File: src/rtl/hazard_ctrl.sv
// Pipeline hazard and stall controller: load-use bubbles, branch flushes,
// multi-cycle mul/div holds, data-memory waits and a saturating stall counter.
module hazard_ctrl #(
    parameter int unsigned MULDIV_LAT = 8
) (
    input  logic        clk,
    input  logic        reset_n,
    input  logic        idexMemRead,
    input  logic [4:0]  idexDestReg,
    input  logic [4:0]  ifidRs,
    input  logic [4:0]  ifidRt,
    input  logic        ifidUsesRt,
    input  logic        exValid,
    input  logic [5:0]  exAluControl,
    input  logic        exBranchTaken,
    input  logic        memReq,
    input  logic        memDone,
    output logic        fetchEn,
    output logic        decodeEn,
    output logic        ctrlMux,
    output logic        flush,
    output logic        exHold,
    output logic [1:0]  state,
    output logic [31:0] stallCycles
);

    localparam int unsigned CNT_W  = 8;
    localparam int unsigned STAT_W = 32;

    localparam logic [1:0] ST_RUN     = 2'd0;
    localparam logic [1:0] ST_MULDIV  = 2'd1;
    localparam logic [1:0] ST_MEMWAIT = 2'd2;

    localparam logic [5:0]       ALU_MD_LO = 6'd31;
    localparam logic [5:0]       ALU_MD_HI = 6'd43;
    localparam logic [CNT_W-1:0] MD_RELOAD = CNT_W'(MULDIV_LAT - 1);

    logic [1:0]        state_q, state_d;
    logic [CNT_W-1:0]  cnt_q, cnt_d;
    logic              md_done_q, md_done_d;
    logic [STAT_W-1:0] stall_q, stall_d;
    logic              md_start_c;
    logic              load_use_c;

    assign md_start_c = exValid && (exAluControl >= ALU_MD_LO) &&
                        (exAluControl <= ALU_MD_HI) && !md_done_q;

    assign load_use_c = idexMemRead && (idexDestReg != 5'd0) &&
                        ((idexDestReg == ifidRs) ||
                         (ifidUsesRt && (idexDestReg == ifidRt)));

    // Next-state and combinational outputs.
    always_comb begin
        state_d   = state_q;
        cnt_d     = cnt_q;
        md_done_d = md_done_q;
        fetchEn   = 1'b1;
        decodeEn  = 1'b1;
        ctrlMux   = 1'b0;
        flush     = 1'b0;
        exHold    = 1'b0;

        if (!reset_n) begin
            fetchEn  = 1'b0;
            decodeEn = 1'b0;
            ctrlMux  = 1'b1;
            flush    = 1'b1;
        end else begin
            case (state_q)
                ST_RUN: begin
                    md_done_d = 1'b0;
                    if (memReq && !memDone) begin
                        fetchEn  = 1'b0;
                        decodeEn = 1'b0;
                        exHold   = 1'b1;
                        state_d  = ST_MEMWAIT;
                    end else if (exBranchTaken) begin
                        flush   = 1'b1;
                        ctrlMux = 1'b1;
                    end else if (md_start_c) begin
                        fetchEn  = 1'b0;
                        decodeEn = 1'b0;
                        exHold   = 1'b1;
                        if (MULDIV_LAT > 1) begin
                            cnt_d   = MD_RELOAD;
                            state_d = ST_MULDIV;
                        end else begin
                            md_done_d = 1'b1;
                        end
                    end else if (load_use_c) begin
                        fetchEn  = 1'b0;
                        decodeEn = 1'b0;
                        ctrlMux  = 1'b1;
                    end
                end
                ST_MULDIV: begin
                    fetchEn  = 1'b0;
                    decodeEn = 1'b0;
                    exHold   = 1'b1;
                    cnt_d    = cnt_q - CNT_W'(1);
                    if (cnt_q == CNT_W'(1)) begin
                        state_d   = ST_RUN;
                        md_done_d = 1'b1;
                    end
                end
                ST_MEMWAIT: begin
                    fetchEn  = 1'b0;
                    decodeEn = 1'b0;
                    exHold   = 1'b1;
                    if (memDone) begin
                        state_d = ST_RUN;
                    end
                end
                default: begin
                    state_d = ST_RUN;
                end
            endcase
        end
    end

    // Saturating count of cycles with fetch stalled.
    always_comb begin
        stall_d = stall_q;
        if (!fetchEn && (stall_q != {STAT_W{1'b1}})) begin
            stall_d = stall_q + STAT_W'(1);
        end
    end

    always_ff @(posedge clk) begin
        if (!reset_n) begin
            state_q   <= ST_RUN;
            cnt_q     <= '0;
            md_done_q <= 1'b0;
            stall_q   <= '0;
        end else begin
            state_q   <= state_d;
            cnt_q     <= cnt_d;
            md_done_q <= md_done_d;
            stall_q   <= stall_d;
        end
    end

    assign state       = state_q;
    assign stallCycles = stall_q;

endmodule

File: config.mk
export PLATFORM = sky130hd
export DESIGN_NAME = hazard_ctrl
export DESIGN_NICKNAME = d
export VERILOG_FILES = /design/src/rtl/hazard_ctrl.sv
export SDC_FILE = /design/constraint.sdc
export NUM_CORES = 1
export LEC_CHECK = 0
export CAP_MARGIN = 30
export CORE_MARGIN = 4
export CORE_UTILIZATION = 49
export DETAILED_ROUTE_END_ITERATION = 7
export PLACE_DENSITY = 0.82
export SYNTH_ARGS = -nofsm -noshare
export SYNTH_HDL_FRONTEND = slang
export SYNTH_SLANG_ARGS = --single-unit
File: constraint.sdc
create_clock -name clk -period 2.5 [get_ports clk]
set_input_delay 0.25 -clock clk [delete_from_list [all_inputs] [get_ports clk]]
set_output_delay 0.25 -clock clk [all_outputs]
set_load 0.005 [all_outputs]
Word-level counts from Yosys, hierarchy flattened
Index checks and enable logic that the tools add are counted.
{"block": "totals", "reg_bits": 43, "inputBits": 29, "output_inout_bits": 39, "elab_cells": 73}
{"block": "op_classes", "n_addsub": 2, "order_cmp": 2, "n_eq_ne": 13, "n_mux": 33, "n_reduce_logical": 19}
{"operator": "32-bit by 1-bit adder with 32-bit output, second input constant", "n": 1}
{"operator": "32-bit inequality test, second input constant", "n": 1}
{"operator": "8-bit two-way mux", "n": 3}
{"operator": "1-bit two-way mux", "n": 20}
{"operator": "8-bit one-hot mux with 2 select lines", "n": 1}
{"operator": "5-bit == test", "n": 2}
{"operator": "2-bit two-way mux", "n": 5}
{"operator": "2-bit inequality test, second input constant", "n": 5}
{"operator": "8-bit by 1-bit == test with 1-bit output, second input constant", "n": 1}
{"operator": "1-bit logical AND", "n": 8}
{"operator": "4-bit AND reduction", "n": 2}
{"operator": "8-bit by 1-bit subtractor with 8-bit output, second input constant", "n": 1}
{"operator": "6-bit by 5-bit >= comparator with 1-bit output, second input constant", "n": 1}
{"operator": "6-bit less-or-equal comparator, second input constant", "n": 1}
{"operator": "3-bit inequality test, second input constant", "n": 2}
{"operator": "1-bit one-hot mux with 2 select lines", "n": 3}
{"operator": "2-bit one-hot mux with 3 select lines", "n": 1}
{"operator": "5-bit nonzero test", "n": 1}
{"operator": "1-bit logical NOT", "n": 3}
{"operator": "2-bit by 1-bit == test with 1-bit output, second input constant", "n": 1}
{"operator": "2-bit == test, second input constant", "n": 1}
{"operator": "2-bit logical NOT", "n": 1}
{"operator": "2-bit AND reduction", "n": 1}
{"operator": "2-bit nonzero test", "n": 1}
{"operator": "other kinds (2)", "n": 2}

Longest topological paths before layout
Gate-level depths: netlist of run 1.
{"block": "depth", "ltp_word": 12, "mapped_depth": 10, "depth_no_buf": 8}

Least setup slack after synthesis of run 1
No wires, ideal clock.
{"block": "synth_path", "path_type": "register to output", "start": "register state_q[0] (netlist: state[0])", "end": "output fetchEn", "arrival_time_ps": 2056, "t_required_ps": 2250, "path_slack_ps": 194, "stages_incl_launch_ff": 10, "path_buffers": 4, "path_cell_list": "dfxtp_1 > inv_1 > ha_1 > clkbuf_1 > a31oi_1 > o22ai_1 > o41a_1 > buf_2 > clkbuf_1 > buf_4"}
{"block": "synth_via", "elab_chain_cells": 4, "word_cells_on_any_way": 6, "classes_between": "2 x eq/ne; 2 x mux; 2 x reduce/logical"}
{"item": "start: declaration", "line": "38", "rtl": "logic [1:0] state_q, state_d;"}
{"item": "start signal: assignment", "line": "136", "rtl": "state_q <= state_d;"}
{"item": "2-bit == test or 2-bit by 1-bit == test with 1-bit output (tied branches)"}
{"item": "2-bit OR reduction (no source line)"}
{"item": "1-bit one-hot mux with 2 select lines *"}
{"item": "1-bit two-way mux *"}
{"item": "end: declaration", "line": "18", "rtl": "output logic fetchEn,"}
Mark *: on every way between the ends. The rest lies on a longest branch, timed or not.

Worst setup path after layout of run 1
{"block": "layout_path", "start": "register state_q[1] (netlist: state[1])", "end": "output fetchEn"}
{"block": "layout_via", "elab_chain_cells": 4, "word_cells_on_any_way": 6, "classes_between": "2 x eq/ne; 2 x mux; 2 x reduce/logical"}
{"item": "2-bit == test or 2-bit by 1-bit == test with 1-bit output (tied branches)", "line": "69", "rtl": "case (state_q)"}
{"item": "2-bit OR reduction (no source line)"}
{"item": "1-bit one-hot mux with 2 select lines *", "line": "69"}
{"item": "1-bit two-way mux *", "line": "63", "rtl": "if (!reset_n) begin"}
Marks and branches as above.

==> metrics.md, run 1 <==
| Metric | Value |
|---|---|
| ANT cells | `0` |
| RD Place Congestion | `0.837` |
| Hold Fails Final Rpt | `0` |
| Post-synthesis register bit count | `43` |
| Row count | `26` |
| Fmax | `403 MHz` |
| Worst R2R End | `stallCycles[11]` |
| Pwr/cell area | `397 nW/um^2` |
| Reg2Reg Depth | `9` |
| Via count | `2703` |
| Die Y | `80.3 um` |
| Max FO, Critical Path | `4` |
| Worst Tran Pin Value | `0.473 ns` |
| Critical Path Source Type | `flip-flop` |
| Final clock skew | `0.00565 ns` |
| Deepest clock path buffer count | `2` |
| Mapped Cells | `312` |
| Max-cap violations | `0` |
| DIE AREA | `6440 um^2` |
| Cts-stage hold buffer count | `0` |
| Wire length per cell | `15.0 um` |
| RSZ-0062 raised after global routing | `yes` |
| Synth async-reset ratio | `0%` |
| Worst Hold Endpoint | `stallCycles[7]` |
| CTS sink count | `43` |
| First-pass GRT wire length | `11600 um` |
| Critical path class | `flip-flop to output port` |
| Status | `finished, final reports clean` |
| CTS tree | `built` |
| Placed Area | `3450 um^2` |
| Worst reg2reg startpoint | `state[1]` |
| Hold Crit Class | `flip-flop to flip-flop` |
| CP Buf/Inv Count | `2` |
| Main flop type after synthesis | `dfxtp_1` |
| Hold_sp | `stallCycles[7]` |
| CTS HTree Levels | `2` |
| Seq/Total Area, Yosys | `33.6%` |
| Syn. warnings | `0` |
| Synthesized area per cell | `8.20 um^2` |
| Initial Utilization | `50.4%` |
| Non-Filler Instances | `467` |
| Final instance area | `3590 um^2` |
| Total track usage | `22.5%` |
| Core area | `5070 um^2` |
| WP data arrival | `2.23 ns` |
| Layout cell share with drive strength beyond 1 | `11.3%` |
| Clock root buffer | `clkbuf_8` |
| Remaining Overflow, GRT | `0` |
| Pre-antenna DRT Iters | `4` |
| Initial antenna violation count | `0` |
| Synthesized Nets | `348` |
| R2r setup slk | `0.11 ns` |
| Period Utilization, post-route | `99.3%` |
| HPWL after detailed placement | `5240 um` |
| Post-synth EDFFs | `0` |
| Pin count of the biggest net entering global routing | `48` |
| DRT iter0 DRCs | `185` |
| DRC violations left | `0` |
| Final min period | `2.48 ns` |
| Hold path depth | `2` |
| Number of vias per cell | `5.79` |
| Critical path required time | `2.25 ns` |
| Final setup margin | `0.0186 ns` |
| Slowest-stage cell, CP | `dfxtp_1` |
| TritonCTS Buffers | `5` |
| WL final | `7030 um` |
| Antenna Nets Post-Route | `0` |
| Final setup fails | `0` |
| Leak | `1.25 nW` |
| Sum Neg Setup Slack | `0 ns` |
| Vias in the first global route | `2484` |
| DP Cell Count | `456` |
| Latest clock arrival within the worst-skew pair | `0.29 ns` |
| Cell Area, Synth | `2560 um^2` |
| Clk slew on worst S/H paths | `0.08 ns` |
| Die Wd | `80.3 um` |
| Worst slack, placed | `-0.309 ns` |
| Unique cell type count in the Yosys netlist | `48` |
| Crit-path cells | `inv_1 > ha_1 > nor2_1 > a31oi_1 > o22ai_1 > o41a_1 > dlygate4sd2_1` |
| Max_slew headroom | `68.0%` |
| IO buf count | `67` |
| Final nets | `432` |
| Crit path largest cell delay | `0.38 ns` |
| Area Overhead vs Synth | `40.2%` |
| Top-Level Pins | `68` |
| Crit path from | `state[1]` |
| Max-slew violations | `0` |
| Crit. End Element | `output port` |
| Crit path max-delay family | `compound AO/OA/AOI/OAI gates` |
| VDD IR-drop max | `287 uV` |
[timing repair]
| action | 4_1_cts | 5_1_grt |
|---|---|---|
| resized for setup | 6 | 4 |
| pin swaps | 3 | 2 |
| endpoints found under the setup margin | 5 | 21 |
| setup buffers | 1 | 2 |
[kinds of logic (layout without fill, tap and decap cells)]
family	Yosys count	in the layout	share of synthesized area, %
AOI/OAI and AO/OA	72	72	18.8
xor gates and xnor gates	16	16	5.48
adders and majority gates	7	7	3.42
buffers and inverters	32	117	4.99
DFF	43	43	33.6
muxes	9	9	3.52
and+or+nand+nor	133	133	30.2
[flip-flops by register name (all words and copies together), names as in the netlist]
register,cells
stallCycles,32
cnt_q,8
state,2
md_done_q,1
[worst register-to-register path: cells and delay by family, from the launching register on]
kind / cells / cell delay, ns
buffers and inverters: 2 / 0.32
adders and majority gates: 1 / 0.31
AOI/OAI and AO/OA: 4 / 0.72
DFF: 1 / 0.38
and+or+nand+nor: 2 / 0.58
[power by group]
part | total [mW] | leakage [nW] | switching [mW] | internal, mW
clock network | 0.434 | 0.0412 | 0.239 | 0.195
logic | 0.284 | 0.866 | 0.136 | 0.148
registers | 0.708 | 0.347 | 0.0120 | 0.696
[synthesized netlist by cell type (all sizes together), types with 2 or more instances]
| master | number | area share, % |
|---|---|---|
| mux2i | 9 | 3.5 |
| ha | 7 | 3.4 |
| a31oi | 2 | 0.49 |
| xor2 | 14 | 4.8 |
| nand3b | 2 | 0.59 |
| and4 | 5 | 1.7 |
| a21oi | 24 | 4.7 |
| o41ai | 2 | 0.68 |
| o21ai | 6 | 1.2 |
| nand3 | 19 | 3.7 |
| o22ai | 3 | 0.73 |
| or3 | 2 | 0.49 |
| nand2b | 9 | 2.2 |
| a21o | 2 | 0.59 |
| nor2 | 17 | 2.5 |
| dfxtp | 43 | 34 |
| nor3 | 4 | 0.78 |
| xnor2 | 2 | 0.68 |
| nor4 | 8 | 2.8 |
| o31ai | 20 | 5.9 |
| or4 | 19 | 5.6 |
| nand4b | 3 | 1.0 |
| inv | 13 | 1.9 |
| buf | 3 | 0.68 |
| o311ai | 2 | 0.68 |
| nand2 | 26 | 3.8 |
| nand4 | 6 | 1.5 |
| and2 | 5 | 1.2 |
| o32ai | 2 | 0.68 |
| clkbuf | 16 | 2.4 |
| and3 | 3 | 0.73 |
| nor3b | 2 | 0.59 |
[cell usage in the layout, fill, tap and decap left out, drive strengths merged, types with 8 or more instances in the layout]
| cell | n |
|---|---|
| xor2 | 14 |
| inv | 13 |
| clkdlybuf4s50 | 63 |
| or4 | 19 |
| mux2i | 9 |
| o31ai | 20 |
| nor2 | 17 |
| a21oi | 24 |
| buf | 29 |
| nand3 | 19 |
| nand2 | 26 |
| nand2b | 9 |
| nor4 | 8 |
| dfxtp | 43 |
[per-layer routing]
metal	track usage [%]	vias to the layer above	part of all wire [%]
met5	0	-	0
met4	4.73	0	0.91
met3	4.82	6	5.1
met2	39.1	79	50
met1	28.6	1283	44
li1	-	1335	-
[final cells by class]
type                       count  area, um^2
sequential                    43         861
fill                         421        1490
clock buffer                   6        72.6
inverter                      13        48.8
clock inverter                 2        12.5
multi-input combinational    237        1610
tap                           70        87.6
timing repair buffer          96         900
[worst max-delay path by stage]
stage,endpoint,slack [ns],depth (start not counted)
floorplan,fetchEn,0.19,9
global placement,stallCycles[25],-0.19,8
detailed placement,stallCycles[11],-0.31,8
CTS,exHold,0.01,8
global route,decodeEn,-0.12,7
finish,fetchEn,0.02,7
[stage by stage]
stage	utilization, %	power [mW]	hold slack, ns
2_1_floorplan	-	0.853	0.455
3_3_place_gp	67.9	0.990	0.467
3_5_place_dp	67.9	0.996	0.479
4_1_cts	69.9	1.43	0.490
5_1_grt	70.7	1.50	0.523
6_report	70.7	1.43	0.485
No activity file was read; power rests on OpenSTA's default activity.
==> run 2: changes to the inputs <==
--- a/config.mk
+++ b/config.mk
@@ -6,10 +6,9 @@
 export NUM_CORES = 1
 export LEC_CHECK = 0
 export CAP_MARGIN = 30
-export CORE_MARGIN = 4
 export CORE_UTILIZATION = 49
 export DETAILED_ROUTE_END_ITERATION = 7
-export PLACE_DENSITY = 0.82
+export PLACE_DENSITY = 0.81
 export SYNTH_ARGS = -nofsm -noshare
 export SYNTH_HDL_FRONTEND = slang
 export SYNTH_SLANG_ARGS = --single-unit
==> metrics.md, run 2 (synthesis results as in run 1) <==
| Metric | Value |
|---|---|
| WP data arrival | `2.64 ns` |
| Latest clock arrival within the worst-skew pair | `0.30 ns` |
| Final nets | `434` |
| Pin count of the biggest net entering global routing | `50` |
| DRT iter0 DRCs | `176` |
| Antenna Nets Post-Route | `0` |
| Sw Pwr | `406 uW` |
| Die Wd | `74.3 um` |
| Max_slew headroom | `62.4%` |
| Most used cell, CP | `buf_4` |
| Status | `finished, final reports clean` |
| DIE AREA | `5510 um^2` |
| Max-cap violations | `0` |
| Most frequent cells in the layout | `clkdlybuf4s50_1 (61), dfxtp_1 (43), buf_4 (28), nand2_1 (26), a21oi_1 (23)` |
| Final setup fails | `0` |
| Sum Neg Setup Slack | `0 ns` |
| Critical path required time | `2.73 ns` |
| CTS HTree Levels | `2` |
| CTS tree | `built` |
| ANT cells | `0` |
| Comb pwr share | `21.0%` |
| Commonest non-fill, non-tap cell in the layout | `clkdlybuf4s50_1` |
| Pre-antenna DRT Iters | `4` |
| Initial antenna violation count | `0` |
| Max FO, Critical Path | `11` |
| Core area | `4880 um^2` |
| Total Power | `1.46 mW` |
| Hold Fails Final Rpt | `0` |
| Die Y | `74.3 um` |
| VDD IR-drop max | `264 uV` |
| Fmax | `415 MHz` |
| Critical Path Source Type | `primary input` |
| Multi-input logic area | `1650 um^2` |
| Hold Crit Class | `flip-flop to flip-flop` |
| Crit path from | `idexDestReg[4]` |
| Vias in the first global route | `2492` |
| Clk slew on worst S/H paths | `0.08 ns` |
| Max-slew violations | `0` |
| Pwr/cell area | `398 nW/um^2` |
| Via count | `2728` |
| Worst R2R End | `stallCycles[14]` |
| Clock root buffer | `clkbuf_8` |
| Worst Hold Endpoint | `stallCycles[7]` |
| First-pass GRT wire length | `11200 um` |
| Layout fillers | `363` |
| R2r setup slk | `0.14 ns` |
| Int Pwr | `1.05 mW` |
| Crit path largest cell delay | `0.50 ns` |
| CTS sink count | `43` |
| Worst reg2reg startpoint | `state[1]` |
| RD Place Congestion | `0.926` |
| Hold path depth | `2` |
| Reg2Reg Depth | `10` |
| Final clock skew | `0.00987 ns` |
| Final min period | `2.41 ns` |
| HPWL after detailed placement | `4930 um` |
| WL final | `7220 um` |
| TritonCTS Buffers | `5` |
| DRC violations left | `0` |
| Max FFs per register | `32` |
| Initial Utilization | `52.4%` |
| Sequential power share | `48.5%` |
| Register area | `861 um^2` |
| Total track usage | `26.2%` |
| Crit-path cells | `clkdlybuf4s50_1 > buf_4 > xor2_1 > nor3_1 > a32oi_1 > o41a_1 > buf_6 > buf_4 > or4_1 > a21oi_1` |
| Critical path class | `primary input to flip-flop` |
| Deepest clock path buffer count | `2` |
| Clk pwr share | `30.4%` |
| Remaining Overflow, GRT | `0` |
| Number of vias per cell | `5.85` |
| Row count | `25` |
| Slowest-stage cell, CP | `or4_1` |
| Wire length per cell | `15.5 um` |
| Worst Tran Pin Value | `0.556 ns` |
| Crit. End Element | `flip-flop` |
| Period Utilization, post-route | `96.3%` |
| Switching share of power | `27.9%` |
| Leak | `1.30 nW` |
| Top-Level Pins | `68` |
| IO buf count | `67` |
| Area Overhead vs Synth | `43.0%` |
| Hold_sp | `stallCycles[7]` |
| Layout cell share with drive strength beyond 1 | `13.5%` |
| RSZ-0062 raised after global routing | `yes` |
[run 2: metrics by stage]
| stage | std cells | hold WS [ns] | util [%] | area [um^2] | worst slack, ns |
|---|---|---|---|---|---|
| floorplan | 312 | 0.455 | - | 2560 | 0.194 |
| global placement | 455 | 0.475 | 70.9 | 3460 | -0.203 |
| detailed placement | 455 | 0.481 | 70.9 | 3460 | -0.258 |
| CTS | 466 | 0.498 | 73.6 | 3590 | 0.00567 |
| global route | 466 | 0.510 | 75.0 | 3660 | -0.0165 |
| finish | 466 | 0.494 | 75.0 | 3660 | 0.0915 |
[run 2: layout make-up]
cell class,instances,area share (%)
inverter,13,1.33
sequential,43,23.5
clock buffer,6,1.98
tap,67,2.29
timing repair buffer,98,25.4
clock inverter,2,0.342
multi-input combinational,237,45.1
[run 2: worst max path at each step]
stage	to	slack, ns	cells past startpoint
after floorplan	fetchEn	0.19	9
after global placement	stallCycles[18]	-0.20	8
after detailed placement	stallCycles[27]	-0.26	8
after CTS	fetchEn	0.006	8
after global routing	stallCycles[14]	-0.02	9
final	stallCycles[14]	0.09	10
[run 2: metal layers]
metal | vias up | track usage, % | share of wire [%]
li1 | 1337 | - | -
met1 | 1302 | 31.6 | 42
met2 | 71 | 47.6 | 52
met3 | 18 | 3.66 | 3.2
met4 | 0 | 8.81 | 2.5
met5 | - | 0 | 0
[run 2: worst max-delay path, delay by kind of cell]
family                    cells  cell delay, ns
buffers and inverters         4            0.93
AOI/OAI and AO/OA             3            0.62
and+or+nand+nor               2            0.69
xor gates and xnor gates      1            0.15
[run 2: what timing repair did]
item                                    CTS  global route
endpoints found under the setup margin    3            14
gates resized for setup                   9            16
pin swaps                                 6             5
gates cloned                              0             0
buffers inserted                          3             0
hold buffers                              0             0
[run 2: power groups by stage]
| stage | sequential [mW] | clock [mW] | combinational (mW) |
|---|---|---|---|
| floorplan | 0.722 | 0 | 0.131 |
| global placement | 0.722 | 0 | 0.268 |
| detailed placement | 0.723 | 0 | 0.274 |
| CTS | 0.707 | 0.452 | 0.292 |
| global route | 0.709 | 0.480 | 0.329 |
| finish | 0.708 | 0.444 | 0.306 |
